File: src/rtl/adder_subtractor.sv
// Registered two's-complement adder/subtractor with carry, overflow, zero and
// negative flags; one-cycle latency, result held while no new operands arrive.
module adder_subtractor #(
  parameter int unsigned WIDTH = 6
) (
  input  logic             clk,
  input  logic             rst_n,
  input  logic             in_valid,
  input  logic [WIDTH-1:0] a,
  input  logic [WIDTH-1:0] b,
  input  logic             s,
  output logic [WIDTH-1:0] answer,
  output logic             carry_out,
  output logic             overflow,
  output logic             zero,
  output logic             negative,
  output logic             out_valid
);

  logic [WIDTH-1:0] w_b_eff;
  logic [WIDTH-1:0] w_sum;
  logic [WIDTH:0]   w_carry;
  logic             w_overflow;
  logic             w_zero;
  logic             w_negative;

  logic [WIDTH-1:0] r_answer;
  logic             r_carry_out;
  logic             r_overflow;
  logic             r_zero;
  logic             r_negative;
  logic             r_out_valid;

  // Subtraction as A + ~B + 1: invert B under s and feed s in as carry-in
  assign w_b_eff    = b ^ {WIDTH{s}};
  assign w_carry[0] = s;

  for (genvar i = 0; i < WIDTH; i++) begin : g_fa
    assign w_sum[i]       = a[i] ^ w_b_eff[i] ^ w_carry[i];
    assign w_carry[i + 1] = (a[i] & w_b_eff[i]) | (w_carry[i] & (a[i] ^ w_b_eff[i]));
  end

  assign w_overflow = w_carry[WIDTH] ^ w_carry[WIDTH-1];
  assign w_zero     = (w_sum == '0);
  assign w_negative = w_sum[WIDTH-1];

  // Reset value keeps zero consistent with answer = 0
  always_ff @(posedge clk or negedge rst_n) begin
    if (!rst_n) begin
      r_answer    <= '0;
      r_carry_out <= 1'b0;
      r_overflow  <= 1'b0;
      r_zero      <= 1'b1;
      r_negative  <= 1'b0;
      r_out_valid <= 1'b0;
    end else begin
      r_out_valid <= in_valid;
      if (in_valid) begin
        r_answer    <= w_sum;
        r_carry_out <= w_carry[WIDTH];
        r_overflow  <= w_overflow;
        r_zero      <= w_zero;
        r_negative  <= w_negative;
      end
    end
  end

  assign answer    = r_answer;
  assign carry_out = r_carry_out;
  assign overflow  = r_overflow;
  assign zero      = r_zero;
  assign negative  = r_negative;
  assign out_valid = r_out_valid;

endmodule

File: config.mk
export PLATFORM = sky130hd
export DESIGN_NAME = adder_subtractor
export DESIGN_NICKNAME = d
export VERILOG_FILES = /design/src/rtl/adder_subtractor.sv
export SDC_FILE = /design/constraint.sdc
export NUM_CORES = 1
export LEC_CHECK = 0
export ABC_AREA = 1
export CORE_MARGIN = 2
export CORE_UTILIZATION = 26
export CTS_CLUSTER_SIZE = 40
export DETAILED_ROUTE_END_ITERATION = 6
export SYNTH_ARGS = -nofsm -noshare
export SYNTH_HDL_FRONTEND = slang
export SYNTH_SLANG_ARGS = --single-unit
export TNS_END_PERCENT = 50
File: constraint.sdc
create_clock -name clk -period 1.5 [get_ports clk]
set_input_delay 0.3 -clock clk [delete_from_list [all_inputs] [get_ports clk]]
set_output_delay 0.3 -clock clk [all_outputs]
set_load 0.005 [all_outputs]
After elaboration in Yosys (flattened, before gate mapping)
Cells that the tools add are included.

word-level totals
  register bits = 11
  input bits = 16
  output and inout bits = 11
  word-level logic and storage cells = 39

operators by class
  bitwise logic cells = 32
  reduce and logical (&&, ||, !) cells = 1

operators with widths
  cell               number
  bitwise XOR 1 bit  13
  bitwise AND 1 bit  12
  zero test 6 bit    1
  OR 1 bit           6
  bitwise XOR 6 bit  1

Logic depth before layout (Yosys ltp)
Gate-level depths: netlist (run 1).

  depth in word-level cells = 15
  gate-level depth with buffers = 16
  mapped depth without buffers = 16

Worst setup path after synthesis (run 1)
No wires, ideal clock.

  path kind = input port to flip-flop
  start = input port s
  end = register r_zero, in the netlist zero
  setup time = 60 ps
  arrival = 2,790 ps
  required time = 1,440 ps
  path slack = -1,351 ps
  cell stages on the path = 15
  path buffers = 1
  cells stage by stage = buf_2 -> xnor2_1 -> fa_1 -> inv_1 -> fa_1 -> inv_1 -> fa_1 -> fa_1 -> inv_1 -> fa_1 -> nor2_1 -> nand2_1 -> nor2_1 -> nand2_1 -> nand2_1

between the ends
  word-level cells in the longest chain between the ends = 14
  elaborated cells on any way between the ends = 29
  those cells by class = bitwise: 28; reduce/logical: 1

ends and longest elaborated chain
  item                    RTL line  text
  start: declaration      11        input logic s,
  bitwise XOR 6 bit       35        assign w_b_eff = b ^ {WIDTH{s}};
  bitwise XOR 1 bit       40        assign w_carry[i + 1] = (a[i] & w_b_eff[i]) | (w_carry[i] & (a[i] ^ w_b_eff[i]));
  bitwise AND 1 bit       40
  OR 1 bit                40
  bitwise AND 1 bit       40
  OR 1 bit                40
  bitwise AND 1 bit       40
  OR 1 bit                40
  bitwise AND 1 bit       40
  OR 1 bit                40
  bitwise AND 1 bit       40
  OR 1 bit                40
  bitwise XOR 1 bit *     39        assign w_sum[i] = a[i] ^ w_b_eff[i] ^ w_carry[i];
  via w_negative          25        logic w_negative;
  zero test 6 bit *       44        assign w_zero = (w_sum == '0);
  end signal: assignment  62        r_zero <= w_zero;
  end: declaration        30        logic r_zero;

The timed path passes the listed nets; every way through them passes the cells marked *.
A chain may end at the register's enable or synchronous reset.

Final worst setup path (run 1)
  start = input port b[1]
  end = register r_zero, in the netlist zero

between the ends
  word-level cells in the longest chain between the ends = 12
  elaborated cells on any way between the ends = 17
  those cells by class = bitwise: 16; reduce/logical: 1

ends and longest elaborated chain
  item                 RTL line  text
  start: declaration   10        input logic [WIDTH-1:0] b,
  bitwise XOR 6 bit *  35
  bitwise XOR 1 bit    40
  bitwise AND 1 bit    40
  OR 1 bit *           40
  bitwise AND 1 bit *  40
  OR 1 bit *           40
  bitwise AND 1 bit *  40
  OR 1 bit *           40
  bitwise AND 1 bit *  40
  OR 1 bit *           40
  bitwise XOR 1 bit *  39
  via w_negative       25
  zero test 6 bit *    44

Marks and branches as above.

==> results of run 1 <==
repair_timing:
action,in CTS,in global routing
buffers inserted,1,1
resized for setup,31,7
hold buffers,0,0
setup endpoints to repair,9,6
pin swaps,15,9
layer usage:
| metal | global-route usage (%) | up-vias |
|---|---|---|
| met3 | 2.01 | 2 |
| met1 | 13.1 | 216 |
| met2 | 16.0 | 21 |
| li1 | - | 254 |
| met4 | 6.58 | 0 |
| met5 | 0 | - |
power by group through the flow:
stage          Combinational, mW  Clock, mW  Sequential (mW)
2_1_floorplan              0.166          0            0.353
3_3_place_gp               0.366          0            0.348
3_5_place_dp               0.371          0            0.350
4_1_cts                    0.386      0.201            0.345
5_1_grt                    0.444      0.211            0.351
6_report                   0.397      0.188            0.345
cell families after synthesis:
logic type                 Yosys count
DFF                                 10
AOI/OAI and AO/OA                    5
buffers and inverters               11
xor gates and xnor gates             6
and+or+nand+nor                     26
adders and majority gates            5
flip-flops by register name (all words and copies together), names as in the netlist:
| name | count |
|---|---|
| out_valid | 1 |
| carry_out | 1 |
| negative | 1 |
| zero | 1 |
| answer | 5 |
| overflow | 1 |
through the flow:
| stage | utilization (%) | power (mW) | setup TNS [ns] | setup WS (ns) | std cells |
|---|---|---|---|---|---|
| 2_1_floorplan | - | 0.520 | -5.48 | -1.22 | 63 |
| 3_3_place_gp | 42.1 | 0.714 | -9.33 | -1.72 | 120 |
| 3_5_place_dp | 42.1 | 0.721 | -9.31 | -1.73 | 120 |
| 4_1_cts | 44.1 | 0.932 | -4.25 | -1.09 | 125 |
| 5_1_grt | 45.3 | 1.01 | -4.37 | -1.12 | 126 |
| 6_report | 45.3 | 0.930 | -3.93 | -0.997 | 126 |
worst min path at each step:
| stage | depth (start not counted) | slack (ns) | to | start |
|---|---|---|---|---|
| 3_5_place_dp | 2 | 0.46 | answer[2]$_DFFE_PN0P_ | answer[2]$_DFFE_PN0P_ |
| 6_report | 1 | 0.35 | out_valid$_DFF_PN0_ | rst_n |
| 3_3_place_gp | 2 | 0.45 | answer[2]$_DFFE_PN0P_ | answer[2]$_DFFE_PN0P_ |
| 5_1_grt | 1 | 0.37 | out_valid$_DFF_PN0_ | rst_n |
| 4_1_cts | 1 | 0.36 | out_valid$_DFF_PN0_ | rst_n |
| 2_1_floorplan | 0 | 0.004 | answer[0]$_DFFE_PN0P_ | rst_n |
placed cells by master (no fill, tap or decap), drive strengths merged:
cell           instances
inv                    8
dfstp                  1
nor2                   6
xnor2                  3
clkdlybuf4s50         19
buf                   12
xor2                   3
clkbuf                 5
dlygate4sd2            2
o21ai                  5
fa                     5
dfrtp                  9
nand2                 20
worst max-delay path, stage by stage:
cell	delay [ns]
buf_8	0.10
xnor2_4	0.13
fa_2	0.35
inv_2	0.06
fa_2	0.18
inv_2	0.04
fa_2	0.34
fa_2	0.40
inv_2	0.07
fa_1	0.40
nor2_1	0.10
nand2_1	0.05
nor2_1	0.08
nand2_1	0.06
nand2_1	0.06
final cells by class:
cell class                 instances  area (um^2)
clock buffer                       4         26.3
fill                             225         1200
inverter                           8         30.0
multi-input combinational         42          324
sequential                        10          251
tap                               28         35.0
timing repair buffer              34          325
==> results.yml, run 1 <==
run_status:
  status: "complete, but fails checks"
  violations: "setup timing"
pwr:
  ir_drop_v: 0.000375
  p_per_area_mw_per_mm2: 938
  p_int_mw: 0.673
  p_seq_share_pct: 37.1
  p_sw_share_pct: 27.7
  leakage_nw: 0.460
  p_clk_share_pct: 20.2
  p_sw_mw: 0.257
  p_comb_share_pct: 42.7
global_route:
  grt_pass1_vias: 515
  antenna_found_initial: 0
  overflow: 0
  grt_pass1_wl_um: 2060
  grt_usage_pct: 10.3
  grt_max_degree: 13
synthesis:
  synth.area.top_cells: "dfrtp_1, fa_1, nand2_1"
  synth.most_common_cell: "nand2_1"
  synth_flop_cell: "dfrtp_1"
  muxShareOfSynthArea_pct: 0
  netlist_top_cells_count: "nand2_1, dfrtp_1, inv_1"
  synth_compound_area_share_pct: 6.13
  netlist-cell-type-count: 14
  synth_cells: 63
  synthAdderAreaFrac_pct: 16.9
  netlist_area_um2: 592
  ys_seq_elements: 10
  synth_edf_count: 0
  synth_top_family_by_area: "adder cells"
  post_synth.cell_area_avg_um2: 9.39
  synth-xor-area-share_pct: 8.88
  syn_nets: 84
  yosysSeqAreaShare_pct: 42.5
  synth_top_area_share_pct: 38.1
  ys_warn_count: 0
  synth-simple-area-share_pct: 16.5
  synth_top_cell_by_area: "dfrtp_1"
  synthArstFlopShare_pct: 100
sta:
  setup_violations: 6
  rsz0062_at_grt: "true"
  slew_headroom_pct: 70.8
  drv_slew: 0
  clock_skew_ns: 0
  hold_violations: 0
  period_share_pct: 166
  fmax_mhz: 401
  tightest_slew_ns: 0.437
  layout_min_cycle_time_ns: 2.50
  setup_ws_ns: -0.997
  whs_ns: 0.346
hold_path:
  min_path_type: "in2async"
detailed_routing:
  dr_wl_met3_um: 73
  antenna_left: 0
  routedWlPerCell_um: 8.56
  drt_first_pass_iters: 4
  wl_um: 1080
  highest_layer: "met4"
  vias_per_cell: 3.91
  met1Wirelength_um: 503
  vias: 493
  drc: 0
  dr_wl_met2_um: 487
  drt_iter0_drc: 13
floorplanning:
  core-area_mm2: 0.00219
  start_util_pct: 27.0
  fp.dieH_um: 51.7
  die_w_um: 51.7
  num_rows: 17
  io_pins: 27
  dieArea_mm2: 0.00267
clock_tree:
  cts_tree: "yes"
  ctsRootBufferMaster: "clkbuf_4"
  clk_pin_slew_worst_paths_ns: 0.06
  cts.path.max_buffers: 2
  numCtsBuffers: 3
  clock-sinks: 10
  clock_latency_ns: 0.26
  cts-htree-levels: 1
setup_path:
  required_ns: 1.70
  crit_path_start_kind: "input pin"
  critPathArrivalTime_ns: 2.70
  crit_path_start: "b[1]"
  cp_max_fo: 2
  reg2reg_depth: 2
  worst-r2r-setup-slack_ns: 0.80
  r2r_start: "zero$_DFFE_PN1P_"
  r2r_end: "zero$_DFFE_PN1P_"
  worst-setup-path-type: "in2reg"
  crit_end: "zero$_DFFE_PN1P_"
  end_kind: "register"
layout:
  layout-drive-gt1-share_pct: 34.7
  final_area_um2: 992
  diodes: 0
  nets: 120
  area_growth_syn_to_layout_pct: 67.7
place:
  placed_cell_area_um2: 923
  routabilityCongestion: 0.743
  place_hpwl_um: 964
  port_buffers: 26
job:
  max_cap_violations: 0
No activity file was read; power rests on OpenSTA's default activity.
==> run 2: changes to the inputs <==
==> constraint.sdc (replaced) <==
create_clock -name clk -period 1.5 [get_ports clk]
set_input_delay 0.15 -clock clk [delete_from_list [all_inputs] [get_ports clk]]
set_output_delay 0.15 -clock clk [all_outputs]
set_load 0.005 [all_outputs]
==> results.yml, run 2 (synthesis gave the netlist of run 1 again) <==
run_status:
  status: "complete, but fails checks"
  violations: "setup timing"
setup_path:
  crit_chain: "buf_8 -> xnor2_4 -> fa_2 -> inv_2 -> fa_2 -> inv_2 -> fa_2 -> fa_2 -> inv_2 -> fa_1 -> nor2_1 -> nand2_1 -> nor2_1 -> nand2_1 -> nand2_1"
  worst-r2r-setup-slack_ns: 0.81
  cp_common_cell: "fa_2"
  worst-setup-path-type: "in2reg"
  r2r_start: "zero$_DFFE_PN1P_"
  critPathMaxStageDelay_ns: 0.41
  crit_path_start_kind: "input pin"
  cp_max_fo: 2
  r2r_end: "zero$_DFFE_PN1P_"
  required_ns: 1.70
  cp_slowest_cell: "fa_2"
  critPathArrivalTime_ns: 2.61
  reg2reg_depth: 2
  end_kind: "register"
pwr:
  power_mw: 0.931
  leakage_nw: 0.447
  ir_drop_v: 0.000353
  p_per_area_mw_per_mm2: 945
floorplanning:
  fp.dieH_um: 51.7
  start_util_pct: 27.0
  dieArea_mm2: 0.00267
  core-area_mm2: 0.00219
  die_w_um: 51.7
  num_rows: 17
  io_pins: 27
global_route:
  grt_pass1_vias: 485
  grt_pass1_wl_um: 1890
  antenna_found_initial: 0
  overflow: 0
  grt_usage_pct: 9.49
  grt_max_degree: 13
place:
  port_buffers: 26
  place_hpwl_um: 936
  routabilityCongestion: 0.723
  dp_slack_ns: -1.61
detailed_routing:
  routedWlPerCell_um: 9.14
  wl_um: 1130
  vias: 489
  drt_iter0_drc: 9
  drt_first_pass_iters: 4
  vias_per_cell: 3.94
  drc: 0
  antenna_left: 0
layout:
  area_growth_syn_to_layout_pct: 66.6
  final_common_cell: "clkdlybuf4s50_1"
  diodes: 0
  largest_register_ffs: 5
  nets: 118
  layout-drive-gt1-share_pct: 34.4
  final_cell_mix: "clkdlybuf4s50_1, nand2_1, dfrtp_1"
clock_tree:
  cts-htree-levels: 1
  cts.path.max_buffers: 2
  clock-sinks: 10
  ctsRootBufferMaster: "clkbuf_4"
  holdBufCountCts: 0
  clock_latency_ns: 0.26
  clk_pin_slew_worst_paths_ns: 0.06
  cts_tree: "yes"
  numCtsBuffers: 3
sta:
  setup_violations: 5
  slew_headroom_pct: 70.9
  tightest_slew_ns: 0.434
  clock_skew_ns: 0
  drv_slew: 0
  fmax_mhz: 417
  rsz0062_at_grt: "true"
  period_share_pct: 160
  layout_min_cycle_time_ns: 2.40
  setup_ws_ns: -0.901
  whs_ns: 0.196
  hold_violations: 0
hold_path:
  min_path_type: "in2async"
job:
  max_cap_violations: 0
==> run 2: cell types whose count changed in the layout (fill, tap and decap cells not counted), sizes merged <==
cell           change
buf                -2
clkdlybuf4s50      +1
dlygate4sd2        -1
==> run 2: stage by stage <==
| stage | cells | util, % | area [um^2] | setup TNS (ns) |
|---|---|---|---|---|
| after floorplan | 63 | - | 613 | -4.49 |
| after global placement | 119 | 41.8 | 916 | -7.94 |
| after detailed placement | 119 | 41.8 | 916 | -8.16 |
| after CTS | 124 | 44.4 | 972 | -3.47 |
| after global routing | 124 | 45.0 | 986 | -3.57 |
| final | 124 | 45.0 | 986 | -3.24 |
==> run 2: cell type report <==
class	instances	area [um^2]
Fill cell	219	1200
Multi-Input combinational cell	42	332
Timing Repair Buffer	32	312
Sequential cell	10	251
Tap cell	28	35.0
Inverter	8	30.0
Clock buffer	4	26.3
==> run 2: worst max-delay path: cells and delay by family <==
family,cells,cell delay [ns]
adders and majority gates,5,1.68
and+or+nand+nor,5,0.37
buffers and inverters,4,0.27
xor gates and xnor gates,1,0.13
==> run 2: per-layer routing <==
metal	vias up	track usage [%]	share of wire [%]
met5	-	0	0
met1	214	10.6	43
met4	0	6.58	1.7
li1	250	-	-
met3	4	2.30	8.5
met2	21	15.8	47
==> run 2: worst max-delay path by stage <==
stage	startpoint	to	slack [ns]	depth (start not counted)
after floorplan	s	zero$_DFFE_PN1P_	-1.07	15
after global routing	b[1]	zero$_DFFE_PN1P_	-0.99	15
after global placement	s	zero$_DFFE_PN1P_	-1.57	15
after CTS	a[0]	zero$_DFFE_PN1P_	-0.98	17
final	b[1]	zero$_DFFE_PN1P_	-0.90	15
after detailed placement	s	zero$_DFFE_PN1P_	-1.61	15
==> run 2: timing repair <==
action                                  in CTS  in global routing
endpoints found under the setup margin       7                  6
setup buffers                                1                  0
gates resized for setup                     32                  6
pin swaps                                   13                  9
==> run 2: where the power goes <==
part	total (mW)	internal, mW	switching [mW]
registers	0.348	0.319	0.0284
logic	0.398	0.250	0.148
clock network	0.185	0.102	0.0831
==> run 3: changes to the inputs <==
--- a/config.mk
+++ b/config.mk
@@ -6,7 +6,7 @@
 export NUM_CORES = 1
 export LEC_CHECK = 0
 export ABC_AREA = 1
-export CORE_MARGIN = 2
+export CORE_MARGIN = 4
 export CORE_UTILIZATION = 26
 export CTS_CLUSTER_SIZE = 40
 export DETAILED_ROUTE_END_ITERATION = 6
==> results.yml, run 3 (synthesis gave the netlist of run 1 again) <==
clock_tree:
  holdBufCountCts: 0
  cts_tree: "yes"
  cts-htree-levels: 1
  clk_pin_slew_worst_paths_ns: 0.07
  ctsRootBufferMaster: "clkbuf_4"
  clock_latency_ns: 0.26
  cts.path.max_buffers: 2
  clock-sinks: 10
  numCtsBuffers: 3
place:
  dp_slack_ns: -1.63
  dp.cells: 120
  port_buffers: 26
  routabilityCongestion: 0.698
  place_hpwl_um: 1000
global_route:
  grt_pass1_wl_um: 2080
  grt_usage_pct: 8.49
  overflow: 0
  grt_max_degree: 13
  antenna_found_initial: 0
  grt_pass1_vias: 517
layout:
  nets: 119
  diodes: 0
  instances_no_fill: 125
  area_growth_syn_to_layout_pct: 70.8
  final_cell_mix: "clkdlybuf4s50_1, nand2_1, dfrtp_1"
  largest_register_ffs: 5
  final_common_cell: "clkdlybuf4s50_1"
  layout-drive-gt1-share_pct: 36.1
sta:
  setup_violations: 5
  slew_headroom_pct: 70.9
  drv_slew: 0
  clock_skew_ns: 0
  tightest_slew_ns: 0.435
  layout_min_cycle_time_ns: 2.36
  setup_tns_ns: -3.16
  hold_violations: 0
  fmax_mhz: 423
  whs_ns: 0.183
  period_share_pct: 158
  rsz0062_at_grt: "true"
  setup_ws_ns: -0.863
floorplanning:
  die_w_um: 55.7
  start_util_pct: 27.0
  dieArea_mm2: 0.00310
  core-area_mm2: 0.00219
  fp.dieH_um: 55.7
  io_pins: 27
  num_rows: 17
setup_path:
  required_ns: 1.71
  cp_max_fo: 2
  crit_path_start_kind: "input pin"
  worst-setup-path-type: "in2reg"
  end_kind: "register"
  critPathArrivalTime_ns: 2.57
job:
  max_cap_violations: 0
hold_path:
  min_path_type: "in2async"
run_status:
  status: "complete, but fails checks"
  violations: "setup timing"
detailed_routing:
  vias: 492
  routedWlPerCell_um: 9.18
  antenna_left: 0
  wl_um: 1150
  drc: 0
  drt_first_pass_iters: 4
  vias_per_cell: 3.94
  drt_iter0_drc: 9
pwr:
  p_per_area_mw_per_mm2: 979
  leakage_nw: 0.458
  ir_drop_v: 0.000401
  power_mw: 0.990
==> run 3: cell types whose count changed in the layout (fill, tap and decap cells not counted), sizes merged <==
| cell | before | now |
|---|---|---|
| buf | 10 | 11 |
| clkdlybuf4s15 | 0 | 1 |
| clkbuf | 5 | 4 |
==> run 3: layer usage <==
layer	up-vias	track usage (%)	routed length, um
met1	216	9.94	498
met5	-	0	0
li1	253	-	-
met2	21	12.8	505
met3	2	3.48	122
met4	0	5.21	21
==> run 3: path summary, 6_finish.rpt <==
path	from	to	slack, ns	cells past startpoint
max	a[1]	zero$_DFFE_PN1P_	-0.86	15
min in group clk	a[0]	zero$_DFFE_PN1P_	0.21	6
max in group asynchronous	rst_n	zero$_DFFE_PN1P_	0.98	1
min	rst_n	answer[4]$_DFFE_PN0P_	0.18	1
min reg2reg	answer[2]$_DFFE_PN0P_	answer[2]$_DFFE_PN0P_	0.48	2
max reg2reg	zero$_DFFE_PN1P_	zero$_DFFE_PN1P_	0.79	2
==> run 3: critical path, stage by stage <==
cell and delay [ns]:
clkdlybuf4s15_1 0.17, inv_2 0.04, fa_2 0.37, inv_2 0.06, fa_2 0.18, inv_2 0.04
fa_2 0.34, fa_2 0.41, inv_2 0.07, fa_1 0.40, nor2_1 0.10, nand2_1 0.05
nor2_1 0.08, nand2_1 0.05, nand2_1 0.06
==> run 3: through the flow <==
stage,util [%],instance area (um^2)
after floorplan,-,613
after global placement,42.1,923
after detailed placement,42.1,923
after CTS,45.1,988
after global routing,46.1,1010
final,46.1,1010
==> run 3: final cells by class <==
| cell class | instances | area, um^2 |
|---|---|---|
| timing repair buffer | 33 | 324 |
| sequential | 10 | 251 |
| inverter | 8 | 30.0 |
| tap | 28 | 35.0 |
| clock buffer | 4 | 36.3 |
| multi-input combinational | 42 | 334 |
| fill | 201 | 1180 |
==> run 3: power breakdown <==
part	leakage [nW]	internal (mW)	switching, mW
clock network	0.0210	0.148	0.0971
registers	0.119	0.319	0.0259
logic	0.318	0.251	0.150
total	0.458	0.717	0.272
==> run 3: what timing repair did <==
action | CTS | global route
endpoints found under the hold margin | 0 | 0
endpoints found under the setup margin | 7 | 6
setup buffers | 1 | 0
pin swaps | 15 | 9
resized for setup | 32 | 6
